**src/rtl/prbs_pkg.sv**
```systemverilog
// Shared constants for the PRBS-7 checker: register width, polynomial taps and state encoding.
package prbs_pkg;

    localparam int unsigned SrWidth = 7;

    // x^7 + x^6 + 1: feedback from the two most significant register bits
    localparam int unsigned TapHi = 6;
    localparam int unsigned TapLo = 5;

    localparam logic [0:0] StSeek   = 1'b0;
    localparam logic [0:0] StLocked = 1'b1;

    function automatic logic prbs7_predict(input logic [SrWidth-1:0] sr);
        return sr[TapHi] ^ sr[TapLo];
    endfunction

endpackage

```
**src/rtl/prbs7_lfsr.sv**
```systemverilog
// PRBS-7 shift register with next-bit prediction; load_sel picks the predicted bit (1) or din (0).
module prbs7_lfsr
    import prbs_pkg::*;
(
    input  logic               clk,
    input  logic               reset,
    input  logic               shift_en,
    input  logic               load_sel,
    input  logic               din,
    output logic [SrWidth-1:0] sr,
    output logic               pred
);

    logic [SrWidth-1:0] sr_q;
    logic [SrWidth-1:0] sr_d;

    always_comb begin
        pred = prbs7_predict(sr_q);
        sr_d = sr_q;
        if (shift_en) begin
            sr_d = {sr_q[SrWidth-2:0], load_sel ? pred : din};
        end
    end

    always_ff @(posedge clk or posedge reset) begin
        if (reset) begin
            sr_q <= '0;
        end else begin
            sr_q <= sr_d;
        end
    end

    assign sr = sr_q;

endmodule

```
**config.mk**
```make
export PLATFORM = sky130hd
export DESIGN_NAME = prbs7_lfsr
export DESIGN_NICKNAME = d
export VERILOG_FILES = /design/src/rtl/prbs_pkg.sv /design/src/rtl/prbs7_lfsr.sv
export SDC_FILE = /design/constraint.sdc
export NUM_CORES = 1
export LEC_CHECK = 0
export BUFFER_PORTS_ARGS = -buffer_cell sky130_fd_sc_hd__buf_2
export CAP_MARGIN = 5
export CELL_PAD_IN_SITES_DETAIL_PLACEMENT = 1
export CELL_PAD_IN_SITES_GLOBAL_PLACEMENT = 2
export CORE_AREA = 2 2 39 41
export CTS_BUF_LIST = sky130_fd_sc_hd__clkbuf_8
export CTS_CLUSTER_SIZE = 14
export DETAILED_ROUTE_END_ITERATION = 8
export DIE_AREA = 0 0 41 43
export HOLD_SLACK_MARGIN = 0.02
export PLACE_DENSITY = 0.64
export SYNTH_ARGS = -nofsm -noshare
export SYNTH_HDL_FRONTEND = slang
export SYNTH_SLANG_ARGS = --single-unit
```
**constraint.sdc**
```tcl
create_clock -name clk -period 1.2 [get_ports clk]
set_input_delay 0.12 -clock clk [delete_from_list [all_inputs] [get_ports clk]]
set_output_delay 0.12 -clock clk [all_outputs]
set_load 0.005 [all_outputs]
```
# After elaboration in Yosys (flattened, before gate mapping)
# Cells that the tools add are included.
# word_totals
regBits,7
latchBits,0
mem_bits_rw,0
romBits,0
inputBits,5
out_inout_bits,8
elab_cells,3
memories,0
# op_classes
addsub,0
mul,0
n_div,0
order_cmp,0
eq_ne,0
shift,0
n_mux,1
bitwise,1
reduce_logical,0
# ops
operator,n
$mux 1,1
$xor 1x1->1,1

# Depth between registers and ports, before layout
# Gate-level depths: netlist of the first run.
# logic_depth
word_depth,2
mapped_depth,3
depth_no_buf,2

# Worst setup path after synthesis of the first run
# OpenSTA, ideal clock, no wires.
# synth_path
kind,reg-to-reg
from,register sr_q[5] (netlist: sr[5])
to,register sr_q[0] (netlist: sr[0])
t_arrival_ns,0.829
path_slack_ns,0.247
path_stages_with_launch,3
n_path_buf,0
period_less_slack_ns,0.953
path_cell_list,dfrtp_1 xor2_1 a211o_1
# synth_between
elab_chain_len,2
# synth_lines
element,line_no,rtl
"start, declared",prbs7_lfsr.sv:14,logic [SrWidth-1:0] sr_q;
"start signal, assigned",prbs7_lfsr.sv:29,sr_q <= sr_d;
$xor 1x1->1,prbs_pkg.sv:14,return sr[TapHi] ^ sr[TapLo];
net pred,prbs7_lfsr.sv:11,output logic pred
$mux 1,prbs7_lfsr.sv:21,"sr_d = {sr_q[SrWidth-2:0], load_sel ? pred : din};"
# The timed path passes the listed nets, and every way through them passes these cells.
# A chain may end at the register's enable or synchronous reset.

# Final worst setup path of the first run
# layout_path
from,register sr_q[5] (netlist: sr[5])
to,output port pred
# layout_between
elab_chain_len,1
# layout_lines
element,line_no
$xor 1x1->1,prbs_pkg.sv:14
"end, declared",prbs7_lfsr.sv:11
# No other way between the ends.

==> results of run 1 <==
==> worst reg2reg max path: cells and delay by family (launching register included) <==
family,cells,cell delay (ns)
XOR/XNOR,1,0.18
flip-flops,1,0.40
AO/OA/AOI/OAI,1,0.26
==> power breakdown <==
group | internal (mW) | switching (mW)
sequential | 0.348 | 0.0819
clock | 0.222 | 0.110
combinational | 0.204 | 0.121
total | 0.774 | 0.313
==> cell type report <==
cell class              count  area share
clock buffers               3      0.0973
well taps                  16      0.0472
flip-flops and latches      7       0.413
inverters                   1     0.00885
repair buffers             13       0.165
multi-input cells          11       0.260
clock inverters             1     0.00885
==> through the flow <==
stage | utilization | hold slack, ns | instance area [sq um] | power, mW
global route | 0.307 | 0.255 | 424 | 1.16
floorplan | - | -0.0766 | 300 | 0.593
CTS | 0.307 | 0.237 | 424 | 1.11
finish | 0.307 | 0.235 | 424 | 1.09
detailed placement | 0.267 | 0.0660 | 369 | 0.771
global placement | 0.267 | 0.0589 | 369 | 0.758
==> worst max-delay path by stage <==
stage	depth (start not counted)	to
3_3_place_gp	2	sr[0]
4_1_cts	2	pred
6_report	2	pred
3_5_place_dp	2	sr[0]
5_1_grt	2	pred
2_1_floorplan	2	sr[0]
==> metal layers <==
| metal | wire (um) | GRT usage | up-vias |
|---|---|---|---|
| met5 | 0 | 0 | - |
| met2 | 264 | 0.109 | 10 |
| li1 | - | - | 99 |
| met1 | 242 | 0.0927 | 100 |
| met4 | 21 | 0.100 | 0 |
| met3 | 50 | 0.0314 | 2 |
==> synthesized netlist by cell type <==
library cell  n
xor2_1        1
and2_1        1
inv_1         1
a211o_1       1
buf_6         1
dfrtp_1       7
mux2_2        6
and2b_4       1
and3b_1       1
==> timing repair <==
action / in CTS / in global routing
resized for setup: 0 / 0
endpoints found under the hold margin: 7 / 0
hold buffers: 1 / 0
==> cells by family (layout without fill, tap and decap cells) <==
| logic type | after synthesis | in the layout |
|---|---|---|
| DFF | 7 | 7 |
| muxes | 6 | 6 |
| and+or+nand+nor | 3 | 3 |
| buffers and inverters | 2 | 18 |
| AOI/OAI and AO/OA | 1 | 1 |
| xor gates and xnor gates | 1 | 1 |
==> results.txt, run 1 <==
Cells after synthesis: 20
H-tree depth: 1
Worst Hold End: sr[0]
Mapped Area: 300 sq um
Die Ht: 43 um
Largest register FFs: 7
Synth Net Count: 25
Fin Setup TNS: 0 ns
Core area: 1380 sq um
WL final: 578 um
Total number of vias: 211
Warnings, synthesis: 0
DRC: 0
Max-cap violations: 0
Nets@finish: 42
Synth top area share: 0.583
CTS max path bufs: 2
R2R cell count: 2
CP arrival: 0.97 ns
Bufs and invs on worst path: 1
Multi-input logic area: 110 sq um
Xor and xnor area share after synthesis: 0.0292
Hold path depth: 3
Synth Area in Adders: 0
Setup-failing EPs final: 0
Global-route wire length before repair: 897 um
Synth unique cells: 9
Critical Path Start Type: register
Post-CTS setup repair buffer count: 0
Endpoints failing hold: 0
Synth Area in Compound Gates: 0.0292
Maximum number of pins on one net before global-route repair: 10
R2R setup slack: 0.25 ns
Die Area: 1760 sq um
CP max FO: 4
Initial antenna violation count: 0
CP required: 1.08 ns
Fin worst setup slack: 0.112 ns
Status: complete, no violations
Mux cell area share after synthesis: 0.225
Yosys reg bits: 7
PortBufs: 12
Lkg Pwr: 0.227 nW
Power Density: 2560 nW/um^2
Layout cells sized above 1: 0.611
Detail-routed net length per standard cell: 11.1 um
Gr usage total: 0.0851
Post-route ant nets: 0
Drt via density: 4.06
Diode count: 0
Post-Layout Cell Count: 52
Min-Delay Path Class: primary input to register
Clock Latency Late Sink: 0.23 ns
Overflow after GRT: 0
TritonCTS clock tree: yes
Commonest non-fill, non-tap cell in the layout: buf_2
Drt pass-1 iters: 2
Crit. End Element: output pin
Fin crit period: 1.09 ns
F_max: 0.919 GHz
Crit share post-route: 0.906
Most frequent cells in the layout: 12 x buf_2, 7 x dfrtp_1, 6 x mux2_2, 3 x clkbuf_8, 2 x inv_1
Fill cells: 160
Pre-CTS setup slack: 0.244 ns
CP peak stage delay: 0.40 ns
Placer Congestion: 0.689
Clk root buf: clkbuf_8
Clk slew on worst S/H paths: 0.04 ns
Max VDD drop: 0.668 mV
Die X: 41 um
Worst r2r dst: sr[0]
Synth area leaders: dfrtp_1 58%, mux2_2 22%, buf_6 3.8%, and2b_4 3.3%, a211o_1 2.9%
Placed insts: 47
Layout Skew: 0.000705 ns
Rel. slew slack: 0.819
Hold Path Origin: load_sel
Register area share after synthesis: 0.583
CP top delay family: flip-flops
RR Startpoint: sr[5]
Initial drt markers: 2
Top cell type by total area after synthesis: dfrtp_1
CTS buffer count: 3
Slowest-stage cell, CP: dfrtp_1
Clock Sinks: 7
Worst Setup SP: sr[5]
Slew Viols, Final: 0
Simple-gate share of the synthesized area: 0.0833
Largest family of logic cells by synthesized area: multiplexers
CP Cell Sequence: xor2_1 > buf_2
Number of global-route vias before repair: 209
Avg Inst Size Synth: 15.0 sq um
Row Count: 14
Sequential cell area: 175 sq um
I/O pins: 13
Crit Path Class: register to output pin
Layout area overhead: 41.3%
Initial Util: 0.217
RSZ-0062 raised after global routing: false
Worst slew pin tran: 0.271 ns
Power figures use the tool's default switching activity.
==> inputs of run 2 (changes only) <==
Settings changed: BUFFER_PORTS_ARGS -buffer_cell sky130_fd_sc_hd__buf_2 to unset, CAP_MARGIN 5 to 20, DONT_BUFFER_PORTS set to 1, PLACE_DENSITY 0.64 to 0.51.
==> run 2 against run 1 <==
Net effect:
- register-to-register slack worse by 0.06 ns
- design area shrank 14%
- critical path depth is 1 lower
- combinational power fell by 49%
- die area unchanged
- highest routed layer unchanged
- final cell count is 23% lower
- utilization is 4.3 points lower
- critical path type unchanged
- critical endpoint unchanged
- largest cell class unchanged
==> results.txt, run 2 (synthesis results as in run 1) <==
Psw: 269 uW (was 313 uW)
Layout Skew: 0.00148 ns (was 0.000705 ns)
CP top delay family: flip-flops (unchanged)
Multi-input logic area: 110 sq um (unchanged)
Slowest-stage cell, CP: dfrtp_1 (unchanged)
Setup-failing EPs final: 0 (unchanged)
Post-route ant nets: 0 (unchanged)
CTS buffer count: 3 (unchanged)
Total power: 947 uW (was 1.09 mW)
Max VDD drop: 0.685 mV (was 0.668 mV)
Maximum number of pins on one net before global-route repair: 10 (unchanged)
Number of global-route vias before repair: 213 (was 209)
Overflow after GRT: 0 (unchanged)
Initial drt markers: 0 (was 2)
Combinational power share: 0.175 (was 0.299)
Placer Congestion: 0.569 (was 0.689)
Rel. slew slack: 0.825 (was 0.819)
Crit share post-route: 0.845 (was 0.906)
Layout area overhead: 21.2% (was 41.3%)
Fin Setup TNS: 0 ns (unchanged)
Internal cell power: 678 uW (was 774 uW)
CP required: 1.08 ns (about the same)
Critical Path Start Type: register (unchanged)
Clock Latency Late Sink: 0.22 ns (was 0.23 ns)
Worst slew pin tran: 0.262 ns (was 0.271 ns)
Max-cap violations: 0 (unchanged)
Clk root buf: clkbuf_8 (unchanged)
Sequential cell area: 175 sq um (unchanged)
CP Cell Sequence: xor2_1 (was xor2_1 > buf_2)
Crit. End Element: output pin (unchanged)
Commonest non-fill, non-tap cell in the layout: dfrtp_1 (was buf_2)
Layout cells sized above 1: 0.417 (was 0.611)
CP arrival: 0.89 ns (was 0.97 ns)
Lkg Pwr: 0.177 nW (was 0.227 nW)
Clock power frac: 0.337 (was 0.305)
Fin crit period: 1.01 ns (was 1.09 ns)
PortBufs: 0 (was 12)
H-tree depth: 1 (unchanged)
Largest register FFs: 7 (unchanged)
Min-Delay Path Class: primary input to register (unchanged)
Total number of vias: 172 (was 211)
Die Ht: 43 um (unchanged)
CTS max path bufs: 2 (unchanged)
Drt via density: 4.30 (was 4.06)
Post-CTS sizing: 0 (unchanged)
Switching Fraction: 0.284 (was 0.288)
Seq pwr share: 0.488 (was 0.396)
RSZ-0062 raised after global routing: false (unchanged)
Die Area: 1760 sq um (unchanged)
WL final: 565 um (was 578 um)
CP max FO: 4 (unchanged)
Most frequent cells in the layout: 7 x dfrtp_1, 6 x mux2_2, 3 x clkbuf_8, 2 x inv_1 (was 12 x buf_2, 7 x dfrtp_1, 6 x mux2_2, 3 x clkbuf_8, 2 x inv_1)
Clock Sinks: 7 (unchanged)
Status: complete, no violations (unchanged)
Initial antenna violation count: 0 (unchanged)
Row Count: 14 (unchanged)
Gr usage total: 0.0862 (was 0.0851)
Detail-routed net length per standard cell: 14.1 um (was 11.1 um)
Crit Path Class: register to output pin (unchanged)
TritonCTS clock tree: yes (unchanged)
Fill cells: 159 (was 160)
Diode count: 0 (unchanged)
Initial Util: 0.217 (unchanged)
I/O pins: 13 (unchanged)
Power Density: 2600 nW/um^2 (was 2560 nW/um^2)
Slew Viols, Final: 0 (unchanged)
CP peak stage delay: 0.41 ns (was 0.40 ns)
F_max: 0.986 GHz (was 0.919 GHz)
Bufs and invs on worst path: 0 (was 1)
Die X: 41 um (unchanged)
Nets@finish: 30 (was 42)
Clk slew on worst S/H paths: 0.04 ns (about the same)
Core area: 1380 sq um (unchanged)
DRC: 0 (unchanged)
Drt pass-1 iters: 1 (was 2)
Endpoints failing hold: 0 (unchanged)
Global-route wire length before repair: 897 um (unchanged)
## run 2: cell count changes in the layout (fill, tap and decap cells not counted)
cell   change
buf_2     -12
## run 2: power by group through the flow
| stage | registers, mW | clock network (mW) | logic (mW) |
|---|---|---|---|
| after floorplan | 0.438 | 0 | 0.155 |
| after global placement | 0.475 | 0 | 0.161 |
| after detailed placement | 0.472 | 0 | 0.167 |
| after CTS | 0.470 | 0.330 | 0.170 |
| after global routing | 0.490 | 0.347 | 0.188 |
| final | 0.462 | 0.319 | 0.165 |
## run 2: per-stage QoR
step           instance area (sq um)  hold slack, ns   util  instances  setup slack (ns)
2_1_floorplan                    300         -0.0766      -         20             0.247
3_3_place_gp                     309         -0.0438  0.223         35             0.200
3_5_place_dp                     309         -0.0365  0.223         35             0.185
4_1_cts                          364          0.0489  0.263         40             0.167
5_1_grt                          364          0.0456  0.263         40             0.118
6_report                         364          0.0531  0.263         40             0.186
## run 2: path summary, 6_finish.rpt
check                      startpoint  endpoint  slack (ns)  cells past startpoint
setup / recovery                sr[5]      pred        0.19                      1
hold / removal               shift_en     sr[4]        0.05                      1
setup reg to reg                sr[5]     sr[0]        0.19                      2
hold reg to reg                 sr[3]     sr[4]        0.56                      1
max in group asynchronous       reset     sr[0]        0.73                      2
min in group asynchronous       reset     sr[3]        0.27                      2
## run 2: per-layer routing
layer | up-vias | wire length (um) | global-route usage
met1 | 87 | 199 | 0.0831
met5 | - | 0 | 0
met2 | 8 | 291 | 0.109
li1 | 75 | - | -
met4 | 0 | 10 | 0.100
met3 | 2 | 63 | 0.0524
## run 2: repair_timing
| item | 4_1_cts | 5_1_grt |
|---|---|---|
| endpoints found under the hold margin | 7 | 0 |
| setup buffers | 0 | 0 |
| hold buffers | 1 | 0 |
## run 2: layout make-up
type,instances,area share
flip-flops and latches,7,0.481
multi-input cells,11,0.302
inverters,1,0.0103
repair buffers,1,0.0275
clock buffers,3,0.113
clock inverters,1,0.0103
well taps,16,0.0550
